## src/rtl/lock_manager.sv

```systemverilog
// Hardware mutex server: LOCK/UNLOCK commands in, 1-byte grant/deny reply routed back to requester.
// Latency: command accepted at edge k, reply valid after edge k+1; UNLOCK/unknown return to idle after k+1.
// Backpressure: one command in flight; inStream_TREADY low in EXEC and ACK, reply held until outStream_TREADY.
module lock_manager #(
    parameter int LOCK_ID_BITS = 4,
    parameter int ID_BITS      = 4
) (
    input  logic                 ap_clk,
    input  logic                 ap_rst,
    input  logic [63:0]          inStream_TDATA,
    input  logic                 inStream_TVALID,
    input  logic [ID_BITS-1:0]   inStream_TID,
    output logic                 inStream_TREADY,
    output logic [7:0]           outStream_TDATA,
    output logic                 outStream_TVALID,
    input  logic                 outStream_TREADY,
    output logic [ID_BITS-1:0]   outStream_TDEST
);

    localparam int NUM_LOCKS = 2 ** LOCK_ID_BITS;

    localparam logic [7:0] OP_LOCK   = 8'h04;
    localparam logic [7:0] OP_UNLOCK = 8'h06;

    localparam logic [7:0] REPLY_GRANT = 8'h01;
    localparam logic [7:0] REPLY_DENY  = 8'h00;

    localparam logic [1:0] ST_IDLE = 2'd0;
    localparam logic [1:0] ST_EXEC = 2'd1;
    localparam logic [1:0] ST_ACK  = 2'd2;

    // Latched command held across the EXEC cycle.
    typedef struct packed {
        logic [7:0]              opcode;
        logic [LOCK_ID_BITS-1:0] lock_id;
        logic [ID_BITS-1:0]      tid;
    } cmd_t;

    logic [1:0]           state;
    cmd_t                 cmd;
    logic [NUM_LOCKS-1:0] locked;
    logic                 accept;
    logic                 reply_taken;
    logic                 target_busy;

    // Only the opcode byte and the lock-ID field carry meaning; the rest is ignored.
    logic unused_tdata_bits;
    assign unused_tdata_bits = ^inStream_TDATA[63:8+LOCK_ID_BITS];

    assign inStream_TREADY  = (state == ST_IDLE);
    assign outStream_TVALID = (state == ST_ACK);
    assign accept           = inStream_TVALID & inStream_TREADY;
    assign reply_taken      = outStream_TVALID & outStream_TREADY;
    assign target_busy      = locked[cmd.lock_id];

    // Command FSM, lock table and reply registers; reset drops any in-flight command.
    always_ff @(posedge ap_clk) begin
        if (ap_rst) begin
            state           <= ST_IDLE;
            cmd             <= '0;
            locked          <= '0;
            outStream_TDATA <= 8'h00;
            outStream_TDEST <= '0;
        end else begin
            case (state)
                ST_IDLE: begin
                    if (accept) begin
                        cmd.opcode  <= inStream_TDATA[7:0];
                        cmd.lock_id <= inStream_TDATA[8 +: LOCK_ID_BITS];
                        cmd.tid     <= inStream_TID;
                        state       <= ST_EXEC;
                    end
                end
                ST_EXEC: begin
                    if (cmd.opcode == OP_LOCK) begin
                        // Test-and-set: a held lock is left untouched and the requester is denied.
                        if (!target_busy) begin
                            locked[cmd.lock_id] <= 1'b1;
                            outStream_TDATA     <= REPLY_GRANT;
                        end else begin
                            outStream_TDATA     <= REPLY_DENY;
                        end
                        outStream_TDEST <= cmd.tid;
                        state           <= ST_ACK;
                    end else if (cmd.opcode == OP_UNLOCK) begin
                        // No ownership tracking: anyone may release any lock, and releasing a free one is harmless.
                        locked[cmd.lock_id] <= 1'b0;
                        state               <= ST_IDLE;
                    end else begin
                        state <= ST_IDLE;
                    end
                end
                ST_ACK: begin
                    if (reply_taken) begin
                        state <= ST_IDLE;
                    end
                end
                default: begin
                    state <= ST_IDLE;
                end
            endcase
        end
    end

endmodule

```

## config.mk

```make
export PLATFORM = sky130hd
export DESIGN_NAME = lock_manager
export DESIGN_NICKNAME = d
export VERILOG_FILES = /design/src/rtl/lock_manager.sv
export SDC_FILE = /design/constraint.sdc
export NUM_CORES = 1
export LEC_CHECK = 0
export ABC_CLOCK_PERIOD_IN_PS = 4390
export CAP_MARGIN = 30
export CORE_MARGIN = 1
export CORE_UTILIZATION = 27
export DETAILED_ROUTE_END_ITERATION = 8
export GPL_TIMING_DRIVEN = 0
export HOLD_SLACK_MARGIN = 0.12
export PLACE_DENSITY = 0.66
export SYNTH_ARGS = -nofsm -noshare
export SYNTH_HDL_FRONTEND = slang
export SYNTH_SLANG_ARGS = --single-unit
```

## constraint.sdc

```tcl
create_clock -name ap_clk -period 4.39 [get_ports ap_clk]
set_clock_uncertainty 0.15 [all_clocks]
set_input_delay 0.439 -clock ap_clk [delete_from_list [all_inputs] [get_ports ap_clk]]
set_output_delay 0.439 -clock ap_clk [all_outputs]
set_load 0.02 [all_outputs]
```

==> out/results.ini <==
[place]
dp_hpwl_um = 3060
place_ws_ns = 1.94
gp_congestion = 0.906
placed_area_um2 = 2340
port_buffers = 26
dp_cells = 345

[setup_path]
arrival_ns = 2.51
endpoint_kind = flop
crit_slowest_cell = mux4_2
crit_type = flop to flop
path_delay_family = multiplexers
required_ns = 4.42
crit_chain = clkbuf_1 > mux4_2 > mux2i_1 > o2111ai_1 > mux2i_1
cp-start-kind = flop
worst-path-max-fanout = 9
path_common_cell = mux2i_1
cp_num_buf_inv = 1
slowest_delay_ns = 0.57

[routing]
drt_iter0_markers = 121
wl_per_cell_um = 11.8
first_pass_iters = 4
drc = 0
route.antenna.remaining_nets = 0
drt_wl_total_um = 4170
vias = 1600
viasPerCell = 4.53

[power_and_ir_drop]
p_sw_mw = 0.197
clkPwrFrac_pct = 35.5
internal_power_mw = 0.519
vdd.ir_drop.worst_mv = 0.134
swShare_pct = 27.5
p_seq_share_pct = 51.5
p_per_area_nw_per_um2 = 294
p_leak_nw = 0.925
power.total_mw = 0.716
combPwrFrac_pct = 13.0

[clock_network]
cts_tree = yes
cts_sinks = 39
hold_buffers = 0
h-tree-depth = 2
cts_setup_buffers = 0
cts.reportedPaths.clkPinSlew_ns = 0.08
cts_resized = 0
cts_buffer_depth = 2
clockRootBuffer = clkbuf_8
cts-buffers-inserted = 5
clk_latency_ns = 0.30

[floorplanning]
io_pins = 86
initial_core_util_pct = 28.3
die_area_um2 = 7530
core_area_um2 = 6870
row_count = 30
die_y_um = 86.8
die_w_um = 86.8

[grt]
grt-ovfl-total = 0
grt_max_degree = 15
antenna_found_initial = 0
grt-busiest-layer = met2
met3_usage_pct = 3.14
use_met1_pct = 15.3
use_met2_pct = 19.9
grt_pass1_wl_um = 7210
track_usage_pct = 12.3
grt_pass1_vias = 1549

[cells_and_area]
syn2layout_area_growth_pct = 25.5
fin_nets = 328
drive_gt1_share_pct = 11.7
finish.utilization_pct = 35.5
final-instance-count-excl-fill = 353
diodes = 0
stdcell_area_um2 = 2440

[logic_synthesis]
synth_edf_count = 0
seq_area_frac_synth_pct = 40.2
yosysTopAreaCell = dfxtp_1
ys_types = 30
synthTopCellsByArea = dfxtp_1 40%, mux2i_1 12%, nand2_1 6.8%
synth-main-ff-cell = dfxtp_1
async_reset_ff_share_pct = 0
netlist_top_cells_count = 39 x dfxtp_1, 35 x nand2_1, 23 x mux2i_1
syn_area_per_cell_um2 = 8.94
synthMostInstantiatedCell = dfxtp_1
yosysWarnings = 0
yosys.area.top_type_share_pct = 40.2
syn_inst = 217
ys_ff_latch = 39
syn_area_um2 = 1940

[timing]
finalSetupTns_ns = 0
slew_headroom_pct = 54.7
fin_crit_ns = 2.48
fmax_mhz = 404
rsz0062_at_grt = false
setup_slack_ns = 1.91
hold_viol_final = 0
fin_crit_sh_pct = 56.4
drv_slew = 0
hold_slack_ns = 0.304
setup_violations = 0
tightest_slew_ns = 0.661

[worst_hold_path]
holdCritPathClass = flop to flop

[flow_run]
drv_cap = 0

[status]
status = completed

==> power by group through the flow <==
stage          sequential (mW)  clock (mW)  combinational [mW]
3_5_place_dp             0.377           0              0.0927
5_1_grt                  0.370       0.276               0.103
4_1_cts                  0.369       0.259              0.0930
6_report                 0.369       0.254              0.0931
3_3_place_gp             0.377           0              0.0919
2_1_floorplan            0.376           0              0.0610
==> kinds of logic after synthesis <==
| kind of cell | after synthesis | share of synthesized area, % |
|---|---|---|
| other | 1 | 0.193 |
| buffers and inverters | 26 | 7.29 |
| AOI/OAI and AO/OA | 28 | 9.48 |
| and+or+nand+nor | 94 | 25.1 |
| muxes | 29 | 17.7 |
| DFF | 39 | 40.2 |
==> area by class of cell <==
type,count,area (um^2)
Fill cell,725,4430
Tap cell,96,120
Buffer,24,134
Timing Repair Buffer,26,260
Clock buffer,5,68.8
Sequential cell,39,781
Clock inverter,3,23.8
Multi-Input combinational cell,158,1040
Inverter,2,7.51
==> worst register-to-register path, delay by kind of cell, from the launching register on <==
| family | cells | cell delay (ns) |
|---|---|---|
| buffers and inverters | 1 | 0.37 |
| AOI/OAI and AO/OA | 1 | 0.23 |
| DFF | 1 | 0.32 |
| muxes | 3 | 1.29 |
==> path summary, 6_finish.rpt <==
path	start	end	slack (ns)	depth (start not counted)
max	cmd[5]	flop	1.91	5
min reg2reg	cmd[8]	cmd[8]	0.30	2
max reg2reg	cmd[5]	flop	1.91	5
min	cmd[8]	cmd[8]	0.30	2
==> routing by layer <==
metal / vias up / share of wire, % / wire (um)
li1: 823 / - / -
met1: 732 / 47 / 1970
met2: 40 / 46 / 1930
met3: 5 / 4.8 / 202
met4: 0 / 1.6 / 68
met5: - / 0 / 0
==> placed cells by master, fill, tap and decap left out <==
cell type,netlist,final
a311oi_2,1,1
a31oi_1,1,1
nor4_1,1,1
inv_1,2,2
clkdlybuf4s50_1,0,26
buf_2,2,2
buf_4,7,7
nand2_1,35,35
a211oi_1,1,1
nor4_4,1,1
o2111ai_1,8,8
a21oi_1,17,17
inv_6,0,1
or2_0,1,1
nor3b_1,1,1
nand4_1,8,8
or3_1,1,1
or4b_2,1,1
buf_6,2,2
nor3_1,4,4
nor2b_1,3,3
or4_4,1,1
clkbuf_8,0,5
mux2_2,2,2
mux4_2,4,4
or3b_2,1,1
clkinvlp_4,0,2
conb_1,1,7
nand2b_1,20,20
nor2_1,14,14
and2_1,2,2
dfxtp_1,39,39
mux2i_1,23,23
clkbuf_1,13,13
No activity file was read; power rests on OpenSTA's default activity.
==> edit (same settings) <==
Set the parameter `LOCK_ID_BITS` to 3 (it was 4).
--- a/src/rtl/lock_manager.sv
+++ b/src/rtl/lock_manager.sv
@@ -4,3 +4,3 @@
 module lock_manager #(
-    parameter int LOCK_ID_BITS = 4,
+    parameter int LOCK_ID_BITS = 3,
     parameter int ID_BITS      = 4
Check against the original RTL: not equivalent (Yosys sat finds a counterexample within 10 cycles, from zero or initial values and one cycle with ap_rst high).
==> edit against the original RTL <==
  * Routed wire length is 35% lower
  * Register-to-register slack better by 0.66 ns
  * Setup slack better by 0.37 ns
  * Total power is 15% lower
  * Area after synthesis is 34% lower
  * Sequential cell count is 9 lower
  * Final area is 30% lower
==> edit: results (changes against the original RTL) <==
Run status
  • Outcome: completed

Global routing
  • Largest net degree at the start of global routing: 11 (-4)
  • Gr usage total: 0.116 (-0.00686)
  • Vias in the first global route: 967 (-38%)
  • First-pass GRT wire length: 4360 um (-40%)

Timing
  • Slew Limit Headroom: 0.639 (+0.0921)

Synth
  • Netlist cell types: 29 (-3.3%)
  • Share of the yosys chip area belonging to registers: 0.471 (+0.0683)
  • Synth top area cells: dfxtp_1 (47%), nand2_1 (12%), a21oi_1 (7.8%)

Worst setup path
  • Critical-path top delay cell: clkdlybuf4s50_1
  • Peak per-stage delay on the critical path: 0.64 ns (+0.07 ns)
  • CP Launch Point: state[1]
  • FF-to-FF Start: cmd[9]

Placement
  • DP Wirelength: 1960 um (-36%)
  • GPL Wtd Cong: 0.829 (-8.4%)
  • Buffers on Ports: 24 (-7.7%)

CTS
  • Worst skew pair latency: 0.28 ns (-0.02 ns)
  • Clock slew at reported path FFs: 0.06 ns (-0.02 ns)

Routing
  • WL/cell: 11.3 um (-4.5%)
  • Initial detailed-routing violation count: 62 (-49%)
  • Vias/cell: 4.58 (+1.1%)

Pwr
  • P_leak: 0.632 nW (-32%)
  • Worst vdd ir: 150 uV (+12%)

Hold path
  • Hold Startpoint: outStream_TDEST[1]
  • Min-Delay Endpoint: outStream_TDEST[1]
edit: changes by cell type after synthesis, moves of 4 or more:
| cell | change |
|---|---|
| nor3_1 | -4 |
| mux2i_1 | -22 |
| nand2b_1 | -17 |
| nand2_1 | +5 |
| nor2_1 | -9 |
| clkbuf_1 | -7 |
| o2111ai_1 | -8 |
| dfxtp_1 | -9 |
| o21ai_1 | +7 |
| o211ai_1 | +7 |
| nand4_1 | -5 |
edit: cell type report:
cell class                 instances  area share
inverter                           1     0.00219
multi-input combinational        110       0.352
clock buffer                       8      0.0642
tap                               52      0.0380
sequential                        30       0.350
buffer                            15      0.0533
timing repair buffer              24       0.140
edit: layer usage:
metal	routed length (um)	track usage	share of wire	up-vias
met1	1240	0.135	0.46	491
met2	1240	0.175	0.46	25
met5	0	0	0	-
met4	95	0.0933	0.035	0
met3	133	0.0370	0.049	8
li1	-	-	-	576
edit: cells by family after synthesis:
family                 synth area share
AND/OR/NAND/NOR                   0.232
flip-flops                        0.471
other                           0.00294
buffers and inverters            0.0745
AO/OA/AOI/OAI                     0.159
multiplexers                     0.0608
edit: stage by stage:
stage	util	instances	instance area [sq um]	power [W]
6_report	0.386	240	1710	0.000611
3_3_place_gp	0.361	232	1600	0.000359
4_1_cts	0.386	240	1710	0.000619
2_1_floorplan	-	156	1300	0.000334
5_1_grt	0.386	240	1710	0.000639
3_5_place_dp	0.361	232	1600	0.000360
edit: power by group through the flow:
stage | Sequential (W) | Clock [W] | Combinational (W)
2_1_floorplan | 0.000293 | 0 | 0.0000410
3_3_place_gp | 0.000294 | 0 | 0.0000649
3_5_place_dp | 0.000295 | 0 | 0.0000654
4_1_cts | 0.000289 | 0.000265 | 0.0000656
5_1_grt | 0.000290 | 0.000278 | 0.0000717
6_report | 0.000289 | 0.000257 | 0.0000649
